**config.mk**
```make
export PLATFORM = sky130hd
export DESIGN_NAME = maxpool_layer_sequencer
export DESIGN_NICKNAME = d
export VERILOG_FILES = /design/src/rtl/maxpool_layer_sequencer.sv
export SDC_FILE = /design/constraint.sdc
export NUM_CORES = 1
export LEC_CHECK = 0
export CAP_MARGIN = 20
export CORE_UTILIZATION = 45
export CTS_CLUSTER_SIZE = 8
export DETAILED_ROUTE_END_ITERATION = 10
export GPL_ROUTABILITY_DRIVEN = 1
export PLACE_DENSITY = 0.76
export SKIP_LAST_GASP = 1
export SLEW_MARGIN = 20
export SYNTH_ARGS = -nofsm -noshare
export SYNTH_HDL_FRONTEND = slang
export SYNTH_SLANG_ARGS = --single-unit
```
**constraint.sdc**
```tcl
create_clock -name clk -period 3.76 [get_ports clk]
set_clock_uncertainty 0.1 [all_clocks]
set_input_delay 0.752 -clock clk [delete_from_list [all_inputs] [get_ports clk]]
set_output_delay 0.752 -clock clk [all_outputs]
set_load 0.01 [all_outputs]
```
**src/rtl/maxpool_layer_sequencer.sv**
```systemverilog
// Layer sequencer: launches the maxpool engine once per batch and drains its result port onto a valid/ready stream.
// Optional WAIT-state watchdog is compiled in when MAXPOOL_SEQ_TIMEOUT_EN is defined.
module maxpool_layer_sequencer #(
  parameter int NUM_BATCHES    = 16,
  parameter int OUT_WORDS      = 3528,
  parameter int ADDR_W         = 32,
  parameter int DATA_W         = 4,
  parameter int TIMEOUT_CYCLES = 1000000,
  localparam int BATCH_W       = (NUM_BATCHES > 1) ? $clog2(NUM_BATCHES) : 1
) (
  input  logic               clk,
  input  logic               rst,
  input  logic               cmd_start,
  input  logic               cmd_abort,
  output logic               cmd_busy,
  output logic               cmd_done,
  output logic               cmd_error,
  output logic               eng_start,
  input  logic               eng_done,
  output logic [ADDR_W-1:0]  eng_read_addr,
  input  logic [DATA_W-1:0]  eng_read_data,
  output logic               m_valid,
  input  logic               m_ready,
  output logic [DATA_W-1:0]  m_data,
  output logic               m_last,
  output logic [BATCH_W-1:0] m_batch
);

  typedef enum logic [2:0] {IDLE, LAUNCH, WAIT, READ, NEXT} state_t;

  localparam logic [ADDR_W-1:0]  ADDR_END   = ADDR_W'(OUT_WORDS);
  localparam logic [ADDR_W-1:0]  ADDR_LAST  = ADDR_W'(OUT_WORDS - 1);
  localparam logic [BATCH_W-1:0] BATCH_LAST = BATCH_W'(NUM_BATCHES - 1);

  state_t              state_reg, state_next;
  logic [BATCH_W-1:0]  batch_reg, batch_next;
  logic [ADDR_W-1:0]   addr_cnt_reg, addr_cnt_next;
  logic                armed_reg, armed_next;
  logic                done_reg, done_next;
  logic                eng_start_reg, busy_reg;
  logic                rd_pending_reg, rd_last_reg;
  logic                issue, push, pop, timeout;

  logic [DATA_W-1:0]   data_mem [4];
  logic                last_mem [4];
  logic [1:0]          wr_ptr_reg, rd_ptr_reg;
  logic [2:0]          count_reg;

  assign push          = rd_pending_reg;
  assign pop           = m_valid & m_ready;
  assign m_valid       = (count_reg != 3'd0);
  assign m_data        = data_mem[rd_ptr_reg];
  assign m_last        = m_valid & last_mem[rd_ptr_reg];
  assign m_batch       = batch_reg;
  assign eng_read_addr = addr_cnt_reg;
  assign eng_start     = eng_start_reg;
  assign cmd_busy      = busy_reg;
  assign cmd_done      = done_reg;

  always_comb begin
    state_next    = state_reg;
    batch_next    = batch_reg;
    addr_cnt_next = addr_cnt_reg;
    armed_next    = armed_reg;
    done_next     = 1'b0;
    issue         = 1'b0;
    case (state_reg)
      IDLE: begin
        if (cmd_start) begin
          state_next = LAUNCH;
          batch_next = '0;
        end
      end
      LAUNCH: begin
        armed_next = 1'b0;
        state_next = WAIT;
      end
      WAIT: begin
        // A done level still high from the previous batch is ignored until it has been seen low.
        if (!eng_done) armed_next = 1'b1;
        if (eng_done && armed_reg) begin
          state_next    = READ;
          addr_cnt_next = '0;
        end else if (timeout) begin
          state_next = IDLE;
          done_next  = 1'b1;
        end
      end
      READ: begin
        // Credit check keeps FIFO occupancy plus the read in flight at or below four.
        if (((count_reg + 3'(rd_pending_reg)) < 3'd4) && (addr_cnt_reg < ADDR_END)) begin
          issue         = 1'b1;
          addr_cnt_next = addr_cnt_reg + ADDR_W'(1);
        end
        if (pop && m_last) begin
          state_next = NEXT;
          done_next  = (batch_reg == BATCH_LAST);
        end
      end
      NEXT: begin
        if (batch_reg != BATCH_LAST) begin
          batch_next = batch_reg + BATCH_W'(1);
          state_next = LAUNCH;
        end else begin
          state_next = IDLE;
        end
      end
      default: state_next = IDLE;
    endcase
    if (cmd_abort) begin
      state_next = IDLE;
      batch_next = batch_reg;
      done_next  = 1'b0;
      issue      = 1'b0;
    end
  end

  always_ff @(posedge clk or posedge rst) begin
    if (rst) begin
      state_reg      <= IDLE;
      batch_reg      <= '0;
      addr_cnt_reg   <= '0;
      armed_reg      <= 1'b0;
      done_reg       <= 1'b0;
      eng_start_reg  <= 1'b0;
      busy_reg       <= 1'b0;
      rd_pending_reg <= 1'b0;
      rd_last_reg    <= 1'b0;
    end else begin
      state_reg      <= state_next;
      batch_reg      <= batch_next;
      addr_cnt_reg   <= addr_cnt_next;
      armed_reg      <= armed_next;
      done_reg       <= done_next;
      eng_start_reg  <= (state_next == LAUNCH);
      busy_reg       <= (state_next != IDLE);
      rd_pending_reg <= issue;
      rd_last_reg    <= (addr_cnt_reg == ADDR_LAST);
    end
  end

  // Four-entry output FIFO; abort drops both stored words and the read returning this cycle.
  always_ff @(posedge clk or posedge rst) begin
    if (rst) begin
      wr_ptr_reg <= 2'd0;
      rd_ptr_reg <= 2'd0;
      count_reg  <= 3'd0;
      for (int i = 0; i < 4; i++) begin
        data_mem[i] <= '0;
        last_mem[i] <= 1'b0;
      end
    end else if (cmd_abort) begin
      wr_ptr_reg <= 2'd0;
      rd_ptr_reg <= 2'd0;
      count_reg  <= 3'd0;
    end else begin
      if (push) begin
        data_mem[wr_ptr_reg] <= eng_read_data;
        last_mem[wr_ptr_reg] <= rd_last_reg;
        wr_ptr_reg           <= wr_ptr_reg + 2'd1;
      end
      if (pop) rd_ptr_reg <= rd_ptr_reg + 2'd1;
      count_reg <= count_reg + 3'(push) - 3'(pop);
    end
  end

`ifdef MAXPOOL_SEQ_TIMEOUT_EN
  localparam int TO_W = $clog2(TIMEOUT_CYCLES + 1);

  logic [TO_W-1:0] wait_cnt_reg;
  logic            error_reg;

  assign timeout   = (state_reg == WAIT) && !(eng_done && armed_reg) &&
                     (wait_cnt_reg == TO_W'(TIMEOUT_CYCLES - 1));
  assign cmd_error = error_reg;

  always_ff @(posedge clk or posedge rst) begin
    if (rst) begin
      wait_cnt_reg <= '0;
      error_reg    <= 1'b0;
    end else begin
      if (state_reg != WAIT) wait_cnt_reg <= '0;
      else if (!timeout)     wait_cnt_reg <= wait_cnt_reg + TO_W'(1);
      if (!cmd_abort) begin
        if ((state_reg == IDLE) && cmd_start) error_reg <= 1'b0;
        else if (timeout)                     error_reg <= 1'b1;
      end
    end
  end
`else
  assign timeout   = 1'b0;
  assign cmd_error = 1'b0;

  // No watchdog in this build; the limit only takes part when the timer is compiled in.
  if (TIMEOUT_CYCLES < 1) begin : g_timeout_unused
  end
`endif

endmodule

```
==> reports/results.tsv <==
metric	value	unit
drt-pass1-iter-count	4	
async_reset_ff_share	100.0	%
dpl_worst_slack	1.125	ns
synthesis.area	3328	um^2
floorplan.die.height	88	um
avgSynthCellArea	12.06	um^2
largest_net_degree_at_the_start_of_global_routing	46	
drt_drc_violations_left	0	
design_power_total	2.103	mW
postCtsHoldBufs	0	
holdCritPathClass	register to register	
number_of_nets_in_the_layout	354	
total_of_flip_flops_plus_latches_after_synthesis	72	
crit_path_cell_chain	mux4_2 > and2_1 > clkdlybuf4s50_1	
finalWeightedCongestion	0.7606	
mostFrequentLayoutCells	72 x sky130_fd_sc_hd__dfrtp_1, 54 x sky130_fd_sc_hd__clkdlybuf4s50_1, 22 x sky130_fd_sc_hd__nor2_1, 22 x sky130_fd_sc_hd__nor2b_1, 20 x sky130_fd_sc_hd__mux2_2	
post_cts_buffers	0	
die_area	7744	um^2
areaGrowthSynthToFinish	25.94	%
num-fill-cells	584	
grt_overflow	0	
critical-path-top-delay-family	flip-flops	
total_leakage_power	1.903	nW
routed_wl_per_cell	14.23	um
drtAntennaViolNets	0	
ff_latch_area	1802	um^2
clkLatencyLatePin	0.35	ns
fraction_of_final_layout_cells_sized_beyond_drive_strength_1	17.99	%
cts-resized-gates	0	
detailed_place_hpwl	4270	um
status	finished, final reports clean	
detail_route.wirelength	6190	um
via_count_of_the_first_global_routing_pass	2170	
crit_type	register to primary output	
timing.final.ws_setup	0.7614	ns
timing.max_slew.rel_slack	57.28	%
cts_tree	done	
critical_path_peak_fanout	7	
num_vias	2228	
cts_root_buffer	sky130_fd_sc_hd__clkbuf_8	
slew_violations	0	
port_buffers	54	
drtIter0Drc	69	
via_per_inst	5.122	
layout_commonest_cell	sky130_fd_sc_hd__dfrtp_1	
setup_repair_after_global_routing_missed_its_margin	no	
finalHoldViolations	0	
worstPathRequired	2.91	ns
netlist_instances	276	
power.ir.vdd_worst	0.2951	mV
maxCapViolCount	0	
multi_input_area	1461	um^2
die_width	88	um
floorplan.core_area	6982	um^2
design_area	4192	um^2
min_period	2.999	ns
yosysWarnings	0	
synth_flop_cell	sky130_fd_sc_hd__dfrtp_1	
std_cell_rows	30	
sequential_fraction_of_the_synthesis_area	54.14	%
worst_pin_slew	0.6342	ns
endpoint_kind	primary output	
arrival	2.15	ns
grt_use_total	17.73	%
slowest_stage	sky130_fd_sc_hd__dfrtp_1	
cts_buffer_depth	2	
layout_worst_path_cycle_share	79.75	%
setup_viol_count_final	0	
holdWs	0.4049	ns
cp_slowest_stage_delay	0.58	ns
synth.distinct_cells	45	
cts-buffers-inserted	9	
number_of_antenna_violations_at_the_first_check_in_global_routing	0	
p_per_area	501.8	nW/um^2
numPlacedInstances	419	
grt_pass1_wl	10270	um
cts.sink_count	72	
design.portCount	56	
clock.fmax	0.3335	GHz
stdcell_count	435	
crit_path_start_kind	register	
cts.reportedPaths.clkPinSlew	0.07	ns
largest_register_ffs	32	
initial_utilization	47.67	%
synth_fp_nets	296	
h-tree-depth	3	
critical_path_buf_inv_count	1	
final.setup.tns	0	ns
count_of_flip_flops_with_a_built_in_enable_after_synthesis	0	
insertedDiodeCount	0	
placedInstanceArea	3985	um^2
postLayoutCoreUtil	60.04	%
==> synth_stat cells, types with 2 or more instances <==
cell / instances / area [um^2]
sky130_fd_sc_hd__and3b_1: 2 / 17.52
sky130_fd_sc_hd__and2_1: 3 / 18.77
sky130_fd_sc_hd__xnor2_1: 6 / 52.55
sky130_fd_sc_hd__buf_2: 2 / 10.01
sky130_fd_sc_hd__a21oi_1: 10 / 50.05
sky130_fd_sc_hd__nand3_2: 2 / 20.02
sky130_fd_sc_hd__nand2_1: 18 / 67.56
sky130_fd_sc_hd__nor3_1: 6 / 30.03
sky130_fd_sc_hd__or3_1: 2 / 12.51
sky130_fd_sc_hd__nand3_1: 6 / 30.03
sky130_fd_sc_hd__mux4_2: 5 / 112.6
sky130_fd_sc_hd__nand4_1: 3 / 18.77
sky130_fd_sc_hd__clkbuf_1: 7 / 26.28
sky130_fd_sc_hd__inv_1: 7 / 26.28
sky130_fd_sc_hd__nand2b_1: 4 / 25.02
sky130_fd_sc_hd__ha_1: 10 / 125.1
sky130_fd_sc_hd__and3_1: 5 / 31.28
sky130_fd_sc_hd__mux2i_1: 3 / 30.03
sky130_fd_sc_hd__o21ai_0: 9 / 45.04
sky130_fd_sc_hd__mux2_2: 20 / 225.2
sky130_fd_sc_hd__nor2b_1: 22 / 137.6
sky130_fd_sc_hd__nor4_1: 3 / 18.77
sky130_fd_sc_hd__xor2_1: 2 / 17.52
sky130_fd_sc_hd__nor4_4: 3 / 63.81
sky130_fd_sc_hd__nor4_2: 4 / 50.05
sky130_fd_sc_hd__dfrtp_1: 72 / 1802
sky130_fd_sc_hd__nor2_1: 22 / 82.58
==> metal layers <==
metal  vias to the layer above  wire, um  global-route usage (%)
li1                       1075         -                       -
met1                      1090      2996                   24.60
met2                        52      2782                   26.29
met3                        11       295                   3.864
met4                         0       116                   8.942
met5                         -         0                       0
==> final cells by class <==
type                            count  share of cell area, %
Clock buffer                       11                  3.612
Clock inverter                      5                  1.313
Inverter                            7                 0.6269
Multi-Input combinational cell    187                  34.87
Sequential cell                    72                  42.99
Tap cell                           96                  2.866
Timing Repair Buffer               57                  13.73
==> worst register-to-register path: cells and delay by family, from the launching register on <==
kind                       cells  cell delay (ns)
xor gates and xnor gates       1             0.31
adders and majority gates      2             0.42
DFF                            1             0.44
muxes                          1             0.30
and+or+nand+nor                3             0.70
==> worst paths after layout <==
path	endpoint	start	cells after the start	slack, ns
min in group asynchronous	eng_read_addr[13]	rst	2	0.70
setup reg to reg	eng_read_addr[8]	push	7	1.39
max in group asynchronous	eng_read_addr[1]	rst	3	2.22
setup / recovery	m_last	rd_ptr_reg[0]	3	0.76
hold reg to reg	data_mem[3]	data_mem[3]	1	0.40
hold / removal	data_mem[3]	data_mem[3]	1	0.40
==> report_power, final <==
group	internal (mW)	switching, mW
Clock	0.340	0.290
Combinational	0.277	0.210
Sequential	0.865	0.122
==> logic make-up (layout without fill, tap and decap cells) <==
group	count (synthesis)	in the layout	synth area share (%)
DFF	72	72	54.14
AOI/OAI and AO/OA	27	27	5.188
xor gates and xnor gates	8	8	2.105
and+or+nand+nor	112	112	21.09
other	1	1	0.1127
buffers and inverters	17	80	2.106
muxes	29	29	11.50
adders and majority gates	10	10	3.759
No activity file was read; power rests on OpenSTA's default activity.
